===== src/rtl/rv_multicycle_ctrl.sv =====
// Main control FSM for the multi-cycle RV32I core.
// Optional macro RV_MCTRL_ILLEGAL_TRAP_EN makes ILLEGAL a terminal trap state.
module rv_multicycle_ctrl #(
  parameter int unsigned RESET_STALL = 0
) (
  input  logic       clk,
  input  logic       rst_n,
  input  logic [6:0] opcode,
  input  logic       br_cond,
  input  logic       mem_ready,
  output logic [1:0] alu_op,
  output logic       alu_src_a,
  output logic [1:0] alu_src_b,
  output logic       addr_sel,
  output logic       mem_req,
  output logic       mem_we,
  output logic       ir_write,
  output logic       pc_write,
  output logic       pc_src,
  output logic       reg_write,
  output logic [1:0] wb_sel,
  output logic       instr_done,
  output logic [3:0] state_dbg
`ifdef RV_MCTRL_ILLEGAL_TRAP_EN
  ,
  output logic       illegal_instr
`endif
);

  typedef enum logic [3:0] {
    FETCH    = 4'd0,
    DECODE   = 4'd1,
    EXEC_R   = 4'd2,
    EXEC_I   = 4'd3,
    ALU_WB   = 4'd4,
    MEM_ADDR = 4'd5,
    MEM_RD   = 4'd6,
    MEM_WB   = 4'd7,
    MEM_WR   = 4'd8,
    BRANCH   = 4'd9,
    JAL      = 4'd10,
    JALR     = 4'd11,
    JALR_WB  = 4'd12,
    LUI      = 4'd13,
    AUIPC    = 4'd14,
    ILLEGAL  = 4'd15
  } state_e;

  state_e     state_q, state_d;
  logic [3:0] cnt_q, cnt_d;
  logic       stalled;

  always_ff @(posedge clk or negedge rst_n) begin
    if (!rst_n) begin
      state_q <= FETCH;
      cnt_q   <= 4'(RESET_STALL);
    end else begin
      state_q <= state_d;
      cnt_q   <= cnt_d;
    end
  end

  assign stalled = (cnt_q != 4'd0);

  // Outputs are forced low while rst_n is low so no strobe escapes.
  always_comb begin
    state_d    = state_q;
    cnt_d      = stalled ? cnt_q - 4'd1 : cnt_q;
    alu_op     = 2'b00;
    alu_src_a  = 1'b0;
    alu_src_b  = 2'b00;
    addr_sel   = 1'b0;
    mem_req    = 1'b0;
    mem_we     = 1'b0;
    ir_write   = 1'b0;
    pc_write   = 1'b0;
    pc_src     = 1'b0;
    reg_write  = 1'b0;
    wb_sel     = 2'b00;
    instr_done = 1'b0;
    state_dbg  = 4'd0;
`ifdef RV_MCTRL_ILLEGAL_TRAP_EN
    illegal_instr = 1'b0;
`endif
    if (rst_n) begin
      state_dbg = state_q;
      unique case (state_q)
        FETCH: begin
          alu_src_b = 2'b10;
          if (!stalled) begin
            mem_req = 1'b1;
            if (mem_ready) begin
              ir_write = 1'b1;
              pc_write = 1'b1;
              state_d  = DECODE;
            end
          end
        end
        DECODE: begin
          alu_src_b = 2'b01;
          unique case (opcode)
            7'b0110011: state_d = EXEC_R;
            7'b0010011: state_d = EXEC_I;
            7'b0000011: state_d = MEM_ADDR;
            7'b0100011: state_d = MEM_ADDR;
            7'b1100011: state_d = BRANCH;
            7'b1101111: state_d = JAL;
            7'b1100111: state_d = JALR;
            7'b0110111: state_d = LUI;
            7'b0010111: state_d = AUIPC;
            default:    state_d = ILLEGAL;
          endcase
        end
        EXEC_R: begin
          alu_src_a = 1'b1;
          alu_op    = 2'b10;
          state_d   = ALU_WB;
        end
        EXEC_I: begin
          alu_src_a = 1'b1;
          alu_src_b = 2'b01;
          alu_op    = 2'b11;
          state_d   = ALU_WB;
        end
        ALU_WB: begin
          reg_write  = 1'b1;
          instr_done = 1'b1;
          state_d    = FETCH;
        end
        MEM_ADDR: begin
          alu_src_a = 1'b1;
          alu_src_b = 2'b01;
          // opcode bit 5 separates store (0100011) from load (0000011)
          state_d   = opcode[5] ? MEM_WR : MEM_RD;
        end
        MEM_RD: begin
          mem_req  = 1'b1;
          addr_sel = 1'b1;
          if (mem_ready) state_d = MEM_WB;
        end
        MEM_WB: begin
          reg_write  = 1'b1;
          wb_sel     = 2'b01;
          instr_done = 1'b1;
          state_d    = FETCH;
        end
        MEM_WR: begin
          mem_req  = 1'b1;
          mem_we   = 1'b1;
          addr_sel = 1'b1;
          if (mem_ready) begin
            instr_done = 1'b1;
            state_d    = FETCH;
          end
        end
        BRANCH: begin
          alu_src_a  = 1'b1;
          alu_op     = 2'b01;
          pc_write   = br_cond;
          pc_src     = 1'b1;
          instr_done = 1'b1;
          state_d    = FETCH;
        end
        JAL, JALR_WB: begin
          reg_write  = 1'b1;
          wb_sel     = 2'b10;
          pc_write   = 1'b1;
          pc_src     = 1'b1;
          instr_done = 1'b1;
          state_d    = FETCH;
        end
        JALR: begin
          alu_src_a = 1'b1;
          alu_src_b = 2'b01;
          state_d   = JALR_WB;
        end
        LUI: begin
          reg_write  = 1'b1;
          wb_sel     = 2'b11;
          instr_done = 1'b1;
          state_d    = FETCH;
        end
        AUIPC: begin
          alu_src_b = 2'b01;
          state_d   = ALU_WB;
        end
        ILLEGAL: begin
`ifdef RV_MCTRL_ILLEGAL_TRAP_EN
          illegal_instr = 1'b1;
          state_d       = ILLEGAL;
`else
          instr_done = 1'b1;
          state_d    = FETCH;
`endif
        end
        default: state_d = FETCH;
      endcase
    end
  end

endmodule


===== config.mk =====
export PLATFORM = sky130hd
export DESIGN_NAME = rv_multicycle_ctrl
export DESIGN_NICKNAME = d
export VERILOG_FILES = /design/src/rtl/rv_multicycle_ctrl.sv
export SDC_FILE = /design/constraint.sdc
export NUM_CORES = 1
export LEC_CHECK = 0
export CAP_MARGIN = 20
export CELL_PAD_IN_SITES_DETAIL_PLACEMENT = 0
export CELL_PAD_IN_SITES_GLOBAL_PLACEMENT = 1
export CORE_MARGIN = 8
export CORE_UTILIZATION = 45
export CTS_CLUSTER_DIAMETER = 100
export DETAILED_ROUTE_END_ITERATION = 6
export DONT_BUFFER_PORTS = 1
export GPL_TIMING_DRIVEN = 0
export PLACE_DENSITY = 0.81
export SLEW_MARGIN = 40
export SYNTH_ARGS = -nofsm -noshare
export SYNTH_HDL_FRONTEND = slang
export SYNTH_SLANG_ARGS = --single-unit

===== constraint.sdc =====
create_clock -name clk -period 4.82 [get_ports clk]
set_input_delay 0.964 -clock clk [delete_from_list [all_inputs] [get_ports clk]]
set_output_delay 0.964 -clock clk [all_outputs]
set_load 0.01 [all_outputs]

# Word-level counts from Yosys, hierarchy flattened
# Cells that the tools add are included.
# op_classes
addsub	1
mux	35
n_eq_ne	28
n_reduce_logical	12
# op_table
cell	count
4-bit one-hot mux with 8 select lines	2
4-bit == test (second input constant)	8
4-bit 2-to-1 mux	6
7-bit by 6-bit == test with 1-bit output (second input constant)	3
7-bit == test (second input constant)	3
1-bit 2-to-1 mux	18
4-bit by 3-bit == test with 1-bit output (second input constant)	4
5-bit OR reduction	3
7-bit by 5-bit == test with 1-bit output (second input constant)	2
2-bit one-hot mux with 3 select lines	2
4-bit by 2-bit == test with 1-bit output (second input constant)	2
2-bit inequality test (second input constant)	4
7-bit by 2-bit == test with 1-bit output (second input constant)	1
7-bit OR reduction	1
2-bit 2-to-1 mux	3
2-bit OR reduction	3
3-bit OR reduction	2
5-bit AND reduction	1
4-bit by 1-bit == test with 1-bit output (second input constant)	1
4-bit logical NOT	1
1-bit one-hot mux with 2 select lines	2
2-bit one-hot mux with 2 select lines	1
4-bit nonzero test	1
4-bit by 1-bit subtractor with 4-bit output (second input constant)	1
1-bit one-hot mux with 3 select lines	1
# word_totals
inputBits	11
regBits	8
elab_cells	78
out_inout_bits	19

# Longest topological paths before layout
# logic_depth
ltp_word	4
mapped_depth	6

# Least setup slack after synthesis
# No wires, ideal clock.
# synth_path
path_kind	input port to output port
start	in rst_n
end	out alu_src_b[0]
path_buffers	1
required_ns	3.856
slack_ns	2.343
cell_stages	2
arrival_ns	1.513
path_cell_list	clkbuf_1 -> a21boi_0
# synth_via
elab_chain_cells	1
# synth_lines
item	line	rtl
start, declared	7	input logic rst_n,
2-bit 2-to-1 mux	85	if (rst_n) begin
end, declared	13	output logic [1:0] alu_src_b,
# Every way passes these cells.

# Worst setup path in the final report
# layout_path
start	reg state_q[3]
end	out mem_req
# layout_via
elab_chain_cells	4
# layout_lines
item	line	rtl
start, declared	49	state_e state_q, state_d;
start signal, assigned	58	state_q <= state_d;
4-bit == test / 4-bit by 3-bit == test with 1-bit output (equally long branches)	87	unique case (state_q)
2-bit OR reduction (no line)	n/a	
1-bit one-hot mux with 2 select lines *	87	
1-bit 2-to-1 mux *	85	
end, declared	15	output logic mem_req,
# Every way passes the cells marked *; elsewhere a longest branch is shown, timed or not.

==> impl_results.md <==
- CTS tree: yes
- Largest net degree at the start of global routing: 17
- IO buf count: 0
- Longest Clk Path Bufs: 2
- PwrDens: roughly 530 nW/um2
- Outcome: complete, no violations
- Resize count post-CTS: 0
- Initial Util: 48.4%
- Fillers: between 150 and 200
- Maximum vdd drop: a little over 0.0003 V
- Setup-failing EPs final: 0
- Core area: a little under 2000 um2
- Sequential fraction of the synthesis area: 20.9%
- Iteration-0 DRC Markers: 72
- CTS Hold Bufs: 0
- DR pass1 iterations: 4
- Post-synth top flop: dfrtp_1
- Antenna violations before repair: 0
- Tot GR Track Use: 13.1%
- Cell Area, Synth: approximately 960 um2
- RePlAce Congestion: a little under 0.9
- Area delta synth->final: 5.87%
- Diodes inserted: 0
- Layout cell share with drive strength beyond 1: under 10%
- Critical path class: reg -> out
- Final period util: about three fifths
- Area contributors post-synth: dfrtp_1, and2_1, nor2_1, nand2b_1, nor3_1
- Relative slew slack: 65.4%
- Hold Fails Final Rpt: 0
- Post-synth top area share: 20.9%
- Die X: 62.2 um
- Drt drc: 0
- Die Footprint: a little under 4000 um2
- FMAX: approximately 0.35 GHz
- I/O pins: 30
- Hold WS: between 0.4 and 0.5 ns
- FFs w/ async S/R, synth: between 90% and 100%
- Measured slew at the worst slew-check pin: between 0.5 and 0.6 ns
- CP Capture Type: primary output
- Ys Warns: 0
- Crit path time final: about 2.9 ns
- Most common cell in the netlist: nor2_1
- Pleak: around 0.45 nW
- Root Driver: clkbuf_4
- Crit start category: flip-flop
- Max-slew violations: 0
- Final WL: approximately 2.6 mm
- Worst Path Required: 3.86 ns
- Post-DP Area: roughly 990 um2
- CTS buffer count: 3
- CTS H-tree lvls: 1
- Post-Syn Area per Cell: about 7.5 um2
- Max-Cap Viols: 0
- First-pass GRT wire length: ~4.3 mm
- Nets@finish: around 150
- Final ANT Viol Nets: 0
- Post-DP HPWL: a little over 2 mm
- DR vias/cell: 5.88
- CTS Sinks: 8
- Die Height: between 60 and 70 um
- Postcts setup bufs: 0
- Design area: approximately 1000 um2
- FP Rows: 16
- Synth area leader: dfrtp_1
- Worst Path Max Fanout: 10
- Worst path arrival time: roughly 1.9 ns
- Vias in the first global route: 886
- Vias: 929
- Post-synthesis register bit count: 8
- Sequential Area: around 200 um2
- Unique masters post-synth: 44
- Hold Crit Class: in -> async
- Clock-pin slew on the worst setup and hold paths: ~0.05 ns
- RSZ-0062 raised after global routing: no
- Worst-Skew Late Latency: 0.25 ns
- Synth Instances: approximately 130
- Setup tns final: 0 ns
- Synth top cells by count: nor2_1, and2_1, dfrtp_1
- Footprint of the multi-input gates: about 680 um2
- Wirelength per Cell: 16.5 um
- EDFF count, synth: 0
- Fin Clk Skew: 0.00170 ns
- GRT overflow: 0
- Mapped Nets: between 100 and 150
==> logic make-up (layout without fill, tap and decap cells) <==
logic type	Yosys count	after routing	share of synthesized area, %
fa+ha+maj	2	2	2.61
flops	8	8	20.9
compound gates	32	32	23.2
simple gates	66	66	40.4
mux	2	2	2.22
buf+inv	15	18	7.95
xor+xnor	3	3	2.74
==> per-layer routing <==
| layer | vias to the layer above | part of all wire [%] | wire length, um | global-route usage (%) |
|---|---|---|---|---|
| met5 | - | 0 | 0 | 0 |
| met4 | 0 | 0.77 | 20 | 2.62 |
| met3 | 2 | 7.5 | 195 | 4.48 |
| met2 | 30 | 46 | 1190 | 20.2 |
| met1 | 431 | 46 | 1200 | 17.0 |
| li1 | 466 | - | - | - |
==> cell usage in the layout, fill, tap and decap left out, types with 3 or more instances in the layout <==
cell and n:
nor2_1 13, and2_1 9, dfrtp_1 8, o21ai_0 7, nor3_1 7, nand2_1 7
nand2b_1 6, inv_1 5, nor2b_1 5, a21oi_1 5, buf_2 4, clkbuf_1 4
xnor2_1 3, or3_1 3, clkbuf_4 3
==> stage by stage <==
step	power [mW]	setup WS, ns	util (%)	cells
floorplan	0.408	2.34	-	128
global placement	0.477	2.19	50.1	155
detailed placement	0.485	2.19	50.1	155
CTS	0.537	1.96	51.3	158
global route	0.588	1.73	51.3	158
finish	0.538	1.94	51.3	158
==> worst max-delay path: stages (launching register included) <==
cell      delay [ns]
dfrtp_1         0.37
buf_6           0.13
clkbuf_1        0.21
nor4_1          0.50
nand2_1         0.15
o22ai_1         0.30
==> power breakdown <==
part,internal [mW],switching (mW),leakage (nW),total (mW)
combinational,0.147,0.245,0.329,0.392
sequential,0.0842,0.0123,0.107,0.0965
clock,0.0284,0.0212,0.0138,0.0495
==> worst paths after layout <==
check	from	slack [ns]	cells past startpoint	endpoint
min in group clk	cnt_q[0]	0.50	1	cnt_q[0]
worst max-delay path	state_q[3]	1.94	5	mem_req
worst min register to register	cnt_q[0]	0.50	1	cnt_q[0]
worst min-delay path	rst_n	0.41	0	cnt_q[2]
worst max register to register	cnt_q[0]	3.07	6	state_q[2]
max in group asynchronous	rst_n	4.34	0	state_q[1]
==> cell type report <==
| type | count | share of cell area (%) |
|---|---|---|
| clock buffers | 3 | 2.22 |
| multi-input cells | 105 | 67.2 |
| plain buffers | 10 | 5.67 |
| flip-flops and latches | 8 | 19.7 |
| inverters | 5 | 1.85 |
| well taps | 27 | 3.33 |
==> state kept, by name, indices dropped and copies added (netlist names) <==
name     count
state_q      4
cnt_q        4
Power figures use the tool's default switching activity.
